--- config.mk ---
export PLATFORM = sky130hd
export DESIGN_NAME = cordic_scheduler
export DESIGN_NICKNAME = d
export VERILOG_FILES = /design/src/rtl/cordic_scheduler.sv
export SDC_FILE = /design/constraint.sdc
export NUM_CORES = 1
export LEC_CHECK = 0
export ABC_AREA = 1
export CELL_PAD_IN_SITES_DETAIL_PLACEMENT = 1
export CELL_PAD_IN_SITES_GLOBAL_PLACEMENT = 1
export CORE_UTILIZATION = 24
export DETAILED_ROUTE_END_ITERATION = 12
export GPL_TIMING_DRIVEN = 0
export PLACE_DENSITY_LB_ADDON = 0.1
export SKIP_CTS_REPAIR_TIMING = 1
export SYNTH_ARGS = -nofsm -noshare
export SYNTH_HDL_FRONTEND = slang
export SYNTH_SLANG_ARGS = --single-unit
--- constraint.sdc ---
create_clock -name clk_i -period 1.45 [get_ports clk_i]
set_clock_uncertainty 0.2 [all_clocks]
set_input_delay 0.2175 -clock clk_i [delete_from_list [all_inputs] [get_ports clk_i]]
set_output_delay 0.2175 -clock clk_i [all_outputs]
set_load 0.05 [all_outputs]
--- src/rtl/cordic_scheduler.sv ---
// rtl/cordic_scheduler.sv - round-robin scheduler sharing one CORDIC convergence + iterative datapath
module cordic_scheduler #(
    parameter int N_FRAC = 7,
    parameter int N_ITER = 8,
    parameter int IDX_W  = 3
) (
    input  logic                clk_i,
    input  logic                rst_i,
    input  logic                req0_valid_i,
    input  logic [N_FRAC:0]     req0_x_i,
    input  logic [N_FRAC:0]     req0_y_i,
    input  logic [N_FRAC:0]     req0_z_i,
    output logic                req0_ready_o,
    input  logic                req1_valid_i,
    input  logic [N_FRAC:0]     req1_x_i,
    input  logic [N_FRAC:0]     req1_y_i,
    input  logic [N_FRAC:0]     req1_z_i,
    output logic                req1_ready_o,
    output logic [N_FRAC:0]     conv_x_o,
    output logic [N_FRAC:0]     conv_y_o,
    output logic [N_FRAC:0]     conv_z_o,
    output logic                conv_strobe_o,
    input  logic                conv_strobe_i,
    output logic                iter_load_o,
    output logic                iter_en_o,
    output logic [IDX_W-1:0]    iter_idx_o,
    output logic                done_strobe_o,
    output logic                done_id_o,
    output logic                busy_o
);
    localparam logic [IDX_W-1:0] LAST_IDX = IDX_W'(N_ITER - 1);

    typedef enum logic [2:0] {
        IDLE,
        ISSUE,
        WAIT_CONV,
        ITERATE,
        DONE
    } state_t;

    state_t             state_q, state_d;
    logic               last_grant_q, last_grant_d;
    logic               grant_id_q, grant_id_d;
    logic [N_FRAC:0]    x_q, x_d, y_q, y_d, z_q, z_d;
    logic               conv_strobe_q, conv_strobe_d;
    logic               iter_en_q, iter_en_d;
    logic [IDX_W-1:0]   idx_q, idx_d;
    logic               done_strobe_q, done_strobe_d;
    logic               done_id_q, done_id_d;
    logic               busy_q, busy_d;
    logic               win0, win1;

    // On contention the requester that did not win last time is granted.
    always_comb begin
        win0 = req0_valid_i && (!req1_valid_i || last_grant_q);
        win1 = req1_valid_i && (!req0_valid_i || !last_grant_q);
    end

    assign req0_ready_o = rst_i && (state_q == IDLE) && win0;
    assign req1_ready_o = rst_i && (state_q == IDLE) && win1;

    // The iterative stage must capture convergence results in the strobe cycle itself.
    assign iter_load_o  = (state_q == WAIT_CONV) && conv_strobe_i;

    always_comb begin
        state_d       = state_q;
        last_grant_d  = last_grant_q;
        grant_id_d    = grant_id_q;
        x_d           = x_q;
        y_d           = y_q;
        z_d           = z_q;
        conv_strobe_d = 1'b0;
        iter_en_d     = iter_en_q;
        idx_d         = idx_q;
        done_strobe_d = 1'b0;
        done_id_d     = done_id_q;
        busy_d        = busy_q;
        case (state_q)
            IDLE: begin
                if (req0_ready_o || req1_ready_o) begin
                    x_d           = req1_ready_o ? req1_x_i : req0_x_i;
                    y_d           = req1_ready_o ? req1_y_i : req0_y_i;
                    z_d           = req1_ready_o ? req1_z_i : req0_z_i;
                    grant_id_d    = req1_ready_o;
                    last_grant_d  = req1_ready_o;
                    conv_strobe_d = 1'b1;
                    busy_d        = 1'b1;
                    state_d       = ISSUE;
                end
            end
            ISSUE: begin
                state_d = WAIT_CONV;
            end
            WAIT_CONV: begin
                if (conv_strobe_i) begin
                    iter_en_d = 1'b1;
                    idx_d     = '0;
                    state_d   = ITERATE;
                end
            end
            ITERATE: begin
                if (idx_q == LAST_IDX) begin
                    iter_en_d     = 1'b0;
                    idx_d         = '0;
                    done_strobe_d = 1'b1;
                    done_id_d     = grant_id_q;
                    state_d       = DONE;
                end else begin
                    idx_d = idx_q + 1'b1;
                end
            end
            DONE: begin
                x_d     = '0;
                y_d     = '0;
                z_d     = '0;
                busy_d  = 1'b0;
                state_d = IDLE;
            end
            default: begin
                state_d = IDLE;
            end
        endcase
    end

    always_ff @(posedge clk_i) begin
        if (!rst_i) begin
            state_q       <= IDLE;
            last_grant_q  <= 1'b1;
            grant_id_q    <= 1'b0;
            x_q           <= '0;
            y_q           <= '0;
            z_q           <= '0;
            conv_strobe_q <= 1'b0;
            iter_en_q     <= 1'b0;
            idx_q         <= '0;
            done_strobe_q <= 1'b0;
            done_id_q     <= 1'b0;
            busy_q        <= 1'b0;
        end else begin
            state_q       <= state_d;
            last_grant_q  <= last_grant_d;
            grant_id_q    <= grant_id_d;
            x_q           <= x_d;
            y_q           <= y_d;
            z_q           <= z_d;
            conv_strobe_q <= conv_strobe_d;
            iter_en_q     <= iter_en_d;
            idx_q         <= idx_d;
            done_strobe_q <= done_strobe_d;
            done_id_q     <= done_id_d;
            busy_q        <= busy_d;
        end
    end

    assign conv_x_o      = x_q;
    assign conv_y_o      = y_q;
    assign conv_z_o      = z_q;
    assign conv_strobe_o = conv_strobe_q;
    assign iter_en_o     = iter_en_q;
    assign iter_idx_o    = idx_q;
    assign done_strobe_o = done_strobe_q;
    assign done_id_o     = done_id_q;
    assign busy_o        = busy_q;

endmodule

# [Word-level counts from Yosys, hierarchy flattened]
# Index checks and enable logic that the tools add are counted.
[op_classes] addsub=1 n_mul=0 div_mod_pow=0 magnitude_cmp=0 eq_ne=8 shift=0 n_mux=23 bitwise_logic=0 n_reduce_logical=23
[op_table] op="two-way mux 8 bit" n=6
[op_table] op="case mux 8 bit (2 select lines)" n=3
[op_table] op="two-way mux 3 bit" n=5
[op_table] op="case mux 3 bit (4 select lines)" n=1
[op_table] op="AND reduction 2 bit" n=6
[op_table] op="equality test 3 x 2 -> 1 bit (second input constant)" n=2
[op_table] op="equality test 3 bit (second input constant)" n=2
[op_table] op="logical AND 1 bit" n=6
[op_table] op="case mux 3 bit (2 select lines)" n=1
[op_table] op="AND reduction 3 bit" n=2
[op_table] op="two-way mux 1 bit" n=5
[op_table] op="inequality test 2 bit (second input constant)" n=2
[op_table] op="case mux 1 bit (2 select lines)" n=2
[op_table] op="nonzero test 2 bit" n=2
[op_table] op="adder 3 x 1 -> 3 bit (second input constant)" n=1
[op_table] op="equality test 3 x 1 -> 1 bit (second input constant)" n=1
[op_table] op="logical NOT 1 bit" n=3
[op_table] op="logical NOT 3 bit" n=1
[op_table] op="logical OR 1 bit" n=3
[op_table] op="inequality test 2 x 1 -> 1 bit (second input constant)" n=1
[word_totals] regBits=37 latchBits=0 mem_bits_rw=0 mem_bits_ro=0 in_bits=53 output_inout_bits=35 elab_cells=67 memories=0

# [Logic depth before layout (Yosys ltp)]
# Gate-level depths: netlist of run 1.
[logic_depth] ltp_word=7 depth_mapped=9 ltp_nobuf=8

# [Worst setup path after synthesis of run 1]
# OpenSTA, ideal clock, no wires.
[synth_path] kind="register -> register" from="register state_q[2]" to="register grant_id_q" setup_ns=0.159 arrival_ns=1.457 t_required_ns=1.091 path_slack_ns=-0.366 path_stages_with_launch=5 path_buffers=0 period_less_slack_ns=1.816 cell_sequence="dfxtp_1 nor2_4 nand3_4 nor2_1 o21ai_0"
[synth_via] elab_chain_cells=5 elab_cells_between_ends=6 classes_between="reduce/logical (6)"
[synth_lines] element="from (decl)" line="41" rtl="state_t state_q, state_d;"
[synth_lines] element="from (signal assigned)" line="140" rtl="state_q <= state_d;"
[synth_lines] element="logical NOT 3 bit" line="59" rtl="assign req0_ready_o = rst_i && (state_q == IDLE) && win0;"
[synth_lines] element="logical AND 1 bit (2 in a row)" line="59"
[synth_lines] element="via req0_ready_o" line="13" rtl="output logic req0_ready_o,"
[synth_lines] element="logical OR 1 bit" line="80" rtl="if (req0_ready_o || req1_ready_o) begin"
[synth_lines] element="AND reduction 2 bit (no line)"
[synth_lines] element="to (signal assigned)" line="142" rtl="grant_id_q <= grant_id_d;"
[synth_lines] element="to (decl)" line="43" rtl="logic grant_id_q, grant_id_d;"
# The timed path passes the listed nets, and every way through them passes these cells.
# A chain may end at the register's enable or synchronous reset.

# [Final worst setup path of run 1]
[layout_path] from="register state_q[0]" to="output req1_ready_o"
[layout_via] elab_chain_cells=3
[layout_lines] element="logical NOT 3 bit" line="60" rtl="assign req1_ready_o = rst_i && (state_q == IDLE) && win1;"
[layout_lines] element="logical AND 1 bit (2 in a row)" line="60"
[layout_lines] element="to (decl)" line="18" rtl="output logic req1_ready_o,"
# No other way between the ends.

==> results of run 1 <==
[per-stage QoR]
stage          setup TNS, ns  area [sq um]
5_1_grt               -9.584          2893
3_5_place_dp          -20.17          2751
3_3_place_gp          -19.56          2751
2_1_floorplan        -0.4042          1770
6_report              -6.490          2893
4_1_cts               -22.55          2833
[placed cells by master, fill, tap and decap left out, types with 5 or more instances in the layout]
master,n
buf_4,12
or2_2,14
clkdlybuf4s50_1,49
nor2_4,5
dfxtp_1,31
nand2_1,63
nand3_1,24
nor2_1,6
clkbuf_8,5
o21ai_0,7
inv_1,14
o21ai_1,17
clkbuf_2,32
buf_6,5
a21oi_1,10
o21ai_2,6
[how the worst max path moves through the flow]
stage / slack (ns) / cells past startpoint / to / from
after floorplan: -0.06 / 8 / state_q[0] / iter_idx_o[0]
after global placement: -1.10 / 5 / req1_ready_o / req1_valid_i
after detailed placement: -1.09 / 5 / req1_ready_o / req1_valid_i
after CTS: -1.13 / 5 / req1_ready_o / state_q[2]
after global routing: -0.43 / 5 / req1_ready_o / state_q[0]
final: -0.36 / 5 / req1_ready_o / state_q[0]
[cell families after synthesis]
group                      count (synthesis)  synth area share
and+or+nand+nor                          119            0.3213
AOI/OAI and AO/OA                         47            0.1455
DFF                                       37            0.4265
buffers and inverters                     30           0.09221
adders and majority gates                  2           0.01441
[report_power, final]
part | total [mW] | switching [mW] | leakage [nW] | internal [mW]
combinational | 2.39 | 1.59 | 0.973 | 0.800
clock | 0.694 | 0.370 | 0.0430 | 0.324
sequential | 1.46 | 0.168 | 0.308 | 1.29
[sequential cells by signal, indices dropped and copies added (netlist names)]
signal / flops
state_q: 3
conv_y_o: 8
conv_x_o: 8
iter_idx_o: 3
conv_z_o: 8
busy_o: 1
iter_en_o: 1
done_id_o: 1
conv_strobe_o: 1
last_grant_q: 1
done_strobe_o: 1
grant_id_q: 1
[per-layer routing]
metal,vias to the layer above,part of all wire
met5,-,0
met4,0,0.0053
met3,5,0.048
met2,43,0.50
met1,876,0.44
li1,965,-
[worst max-delay path, stage by stage (launching register included)]
cell and delay [ns]:
dfxtp_4 0.37, nor2_4 0.15, nand3_4 0.14, nor2_8 0.17
buf_12 0.13, buf_12 0.13
[layout make-up]
type / count / area, sq um
repair buffers: 97 / 804.5
flip-flops and latches: 37 / 755.7
well taps: 96 / 120.1
plain buffers: 11 / 103.9
multi-input cells: 168 / 953.4
inverters: 18 / 73.82
clock buffers: 5 / 68.82
clock inverters: 3 / 12.51
fillers: 894 / 4014
==> run summary, run 1 <==
GRT overflow = 0
Post-DP HPWL = 4.024 mm
Gp weighted congestion = 0.7066
Worst R2R Setup Slack = -0.24 ns
Via density = 4.343
Io pins = 88
Worst slew margin = 0.6589
Vias in the first global route = 1804
Core Rows = 30
R2r endpoint = conv_y_o[4]
Core ar. = 6907 sq um
Outcome = finished with violations
Slew @ Worst Pin = 0.5116 ns
Register area share after synthesis = 0.4265
Syn. warnings = 0
First-pass DRT Iterations = 4
Mapped Nets = 290
Placed Cells = 417
Top post-synthesis cells by count = 67 x nand2_1, 37 x dfxtp_1, 24 x nand3_1, 22 x o21ai_1, 17 x inv_1
Initial Utilization = 0.2514
Number of synthesized flops with an enable pin = 0
Netlist cell types = 24
Die area = 7580 sq um
CTS buffer count = 5
Reg2reg start = state_q[0]
Worst hold path class = in -> reg
Die X = 87.07 microns
Leakage = 1.324 nW
Total Power = 4.543 mW
Crit path max fanout = 6
Final Net Count = 393
H-tree levels = 2
Post-Synthesis Cells = 235
Highest ir drop seen on vdd = 0.0006701 V
Yosys reg bits = 37
Hold Crit Start = rst_i
PwrDens = 1570 nW/um^2
Final Non-Filler Cells = 435
Worst Setup Start Kind = flip-flop
Setup ws final = -0.3620 ns
GRT Total Usage = 0.1479
WHS Path Cells = 3
Initial antenna violation count = 0
Final Util = 0.4188
Setup crit end kind = output pin
Post-synth top flop = dfxtp_1
Share of the synthesized area in the top cell type = 0.4265
Pre-CTS WS = -1.090 ns
Max Transition Viols Final = 0
WL final = 5.423 mm
Layout cell share with drive strength beyond 1 = 0.3215
Clk_lat worst skew = 0.29 ns
Area delta synth->final = 66.57%
RSZ-0062 raised after global routing = true
Area contributors post-synth = dfxtp_1 43%, nand2_1 14%, nand3_1 6.9%
Routed WL per cell = 12.47 microns
Fin Hold WS = 0.07772 ns
GR Util met1 = 0.1795
Clk root buf = clkbuf_8
Worst EP arrival = 1.39 ns
Ys async rst share = 0
Top-count cell post-synth = nand2_1
Met3 Use GR = 0.04076
Failing checks = negative setup slack
Hold EP = iter_idx_o[0]
Maximum Capacitance Violations = 0
Post-route ant nets = 0
Largest net degree at the start of global routing = 12
Remaining DRCs = 0
Total number of vias = 1889
CTS tree = yes
Top Usage Layer GRT = met2
First-pass GRT wire length = 8.500 mm
Area leader, netlist = dfxtp_1
Die height = 87.07 microns
Final worst-path cycle share = 1.250
Fmax = 0.5519 GHz
Clock Tree Buf Depth = 2
Final hold viol count = 0
Grt met2 use = 0.2513
Avg Inst Size Synth = 7.390 sq um
Diodes inserted = 0
Final setup vio count = 31
R2R depth = 8
Port Buffers = 86
Clock Sinks = 37
Final min period = 1.812 ns
CP required = 1.03 ns
Initial DRC Count = 43
Cell area after synthesis = 1737 sq um
CP Class = reg -> out
Clock transition at path regs = 0.07 ns
No activity file was read; power rests on OpenSTA's default activity.
==> run 2: changes to the inputs <==
- CAP_MARGIN: not set -> 20
==> results of run 2 <==
No change in the layout: final DEF, timing and power equal those of run 1.
==> run 3: changes to the inputs <==
- GPL_TIMING_DRIVEN: 0 -> not set
==> run summary, run 3 (synthesized netlist as in run 1, its figures left out) <==
Gp weighted congestion = 0.6935 (-1.9%)
Post-route ant nets = 0 (unchanged)
First-pass GRT wire length = 9.308 mm (+9.5%)
Dpl cell area = 3301 sq um (+20%)
Clock Tree Buf Depth = 2 (unchanged)
PwrDens = 1643 nW/um^2 (+4.6%)
CP Class = in -> out
Initial Utilization = 0.2514 (unchanged)
Worst hold path class = reg -> reg
Outcome = finished with violations
Area delta synth->final = 110.9%
Fill cells = 827 (-7.5%)
Total Power = 6.015 mW (+32%)
Clock share of power = 0.166 (+0.013)
Die area = 7580 sq um (unchanged)
Clk_lat worst skew = 0.29 ns (about the same)
Die X = 87.07 microns (unchanged)
First-pass DRT Iterations = 4 (unchanged)
Total number of vias = 2004 (+6.1%)
Comb pwr share = 0.575 (+0.049)
Final setup vio count = 32 (+3.2%)
CP required = 1.03 ns (about the same)
WL final = 6.083 mm (+12%)
Core Rows = 30 (unchanged)
CTS tree = yes
Final hold viol count = 0 (unchanged)
RSZ-0062 raised after global routing = true
Maximum Capacitance Violations = 0 (unchanged)
Switch share = 0.3959 (-0.07237)
Slew @ Worst Pin = 0.2966 ns (-0.2150 ns)
Most common cell after layout, fill and taps aside = nand2_1
Worst slew margin = 0.8023 (+0.1433)
Hold EP = iter_idx_o[2]
Initial antenna violation count = 0 (unchanged)
Largest net degree at the start of global routing = 26 (+14)
CP peak stage delay = 0.52 ns (+0.15 ns)
Post-DP HPWL = 4.369 mm (+8.6%)
Grt met2 use = 0.2892 (+0.03794)
Met3 Use GR = 0.04455 (+0.003791)
GR Util met1 = 0.1808 (+0.001218)
Pre-CTS WS = -0.5543 ns (+0.5354 ns)
Vias in the first global route = 1987 (+10%)
Pint = 3.634 mW (+50%)
Remaining DRCs = 0 (unchanged)
Initial DRC Count = 44 (+2.3%)
Reg2reg start = state_q[0]
Crit path max fanout = 5 (-1)
Clk root buf = clkbuf_8
Top Usage Layer GRT = met2
CP cell instances = clkdlybuf4s50_1 -> nand3_4 -> nor2_8 -> buf_12 -> buf_12
Die height = 87.07 microns (unchanged)
H-tree levels = 2 (unchanged)
R2R depth = 8 (unchanged)
Worst Setup Start Kind = input port
GRT Total Usage = 0.1592 (+0.01130)
Diodes inserted = 0 (unchanged)
CTS buffer count = 5 (unchanged)
Core ar. = 6907 sq um (unchanged)
Setup ws final = -0.3075 ns (+0.05456 ns)
Highest ir drop seen on vdd = 0.0006538 V (-2.4%)
Clock Sinks = 37 (unchanged)
Layout cell share with drive strength beyond 1 = 0.3832 (+0.06162)
Via density = 4.319 (-0.54%)
Buf/Inv on CP = 3 (+1)
Setup crit end kind = output pin
Fmax = 0.5690 GHz (+3.1%)
Max Transition Viols Final = 0 (unchanged)
Final Net Count = 422 (+7.4%)
Final min period = 1.757 ns (-0.05456 ns)
Most numerous cell on the critical path = buf_12
Final worst-path cycle share = 1.212 (-0.03763)
Port Buffers = 87 (+1.2%)
Net Switching = 2.382 mW (+12%)
Clock transition at path regs = 0.08 ns (about the same)
Routed WL per cell = 13.11 microns (+5.2%)
Most frequent cells in the layout = 62 x nand2_1, 50 x clkdlybuf4s50_1, 41 x buf_4
Finished Cell Area = 3662 sq um (+27%)
R2r endpoint = conv_y_o[4]
Worst R2R Setup Slack = -0.18 ns (+0.06 ns)
Leakage = 1.635 nW (+24%)
CP top delay family = buffers and inverters
GRT overflow = 0 (unchanged)
WHS Path Cells = 2 (-1)
Seq pwr share = 0.259 (-0.062)
Hold Crit Start = iter_idx_o[2]
Worst EP arrival = 1.34 ns (-0.05 ns)
Slowest CP cell = clkdlybuf4s50_1
Io pins = 88 (unchanged)
Failing checks = negative setup slack
-- run 3: layout make-up --
type,instances,area (sq um),area share
Timing Repair Buffer,136,1659,0.4530
Multi-Input combinational cell,169,925.9,0.2528
Sequential cell,37,754.5,0.2060
Tap cell,96,120.1,0.03280
Clock buffer,6,93.84,0.02562
Inverter,18,73.82,0.02016
Clock inverter,2,35.03,0.009566
-- run 3: worst register-to-register path, delay by kind of cell (launching register included) --
family	cells	cell delay (ns)
AO/OA/AOI/OAI	2	0.27
buffers and inverters	2	0.31
flip-flops	1	0.34
AND/OR/NAND/NOR	4	0.40
-- run 3: stage by stage --
stage	utilization	hold WS, ns	TNS (ns)	std cells
floorplan	-	0.1924	-0.4042	235
global placement	0.4779	0.2806	-15.81	438
detailed placement	0.4779	0.2831	-16.53	438
CTS	0.4966	0.2969	-6.320	446
global route	0.5303	0.3266	-6.662	464
finish	0.5303	0.2960	-4.426	464
-- run 3: routing by layer --
layer / wire [microns] / up-vias
met5: 0 / -
met4: 63 / 0
met3: 320 / 5
met2: 3127 / 44
met1: 2570 / 935
li1: - / 1020
-- run 3: worst max-delay path by stage --
stage                     cells past startpoint           from           end  slack, ns
after global placement                        7   req1_valid_i   conv_y_o[7]      -0.51
after detailed placement                      7   req1_valid_i   conv_y_o[7]      -0.55
after floorplan                               8  iter_idx_o[0]    state_q[0]      -0.06
after CTS                                     5   req1_valid_i  req1_ready_o      -0.44
final                                         5          rst_i  req1_ready_o      -0.31
after global routing                          5     state_q[0]  req1_ready_o      -0.37
-- run 3: power groups by stage --
stage,combinational (mW),sequential (mW),clock [mW]
detailed placement,3.17,1.57,0
finish,3.46,1.56,0.999
global placement,3.13,1.56,0
global route,3.64,1.59,1.08
floorplan,0.824,2.22,0
CTS,3.17,1.55,1.04
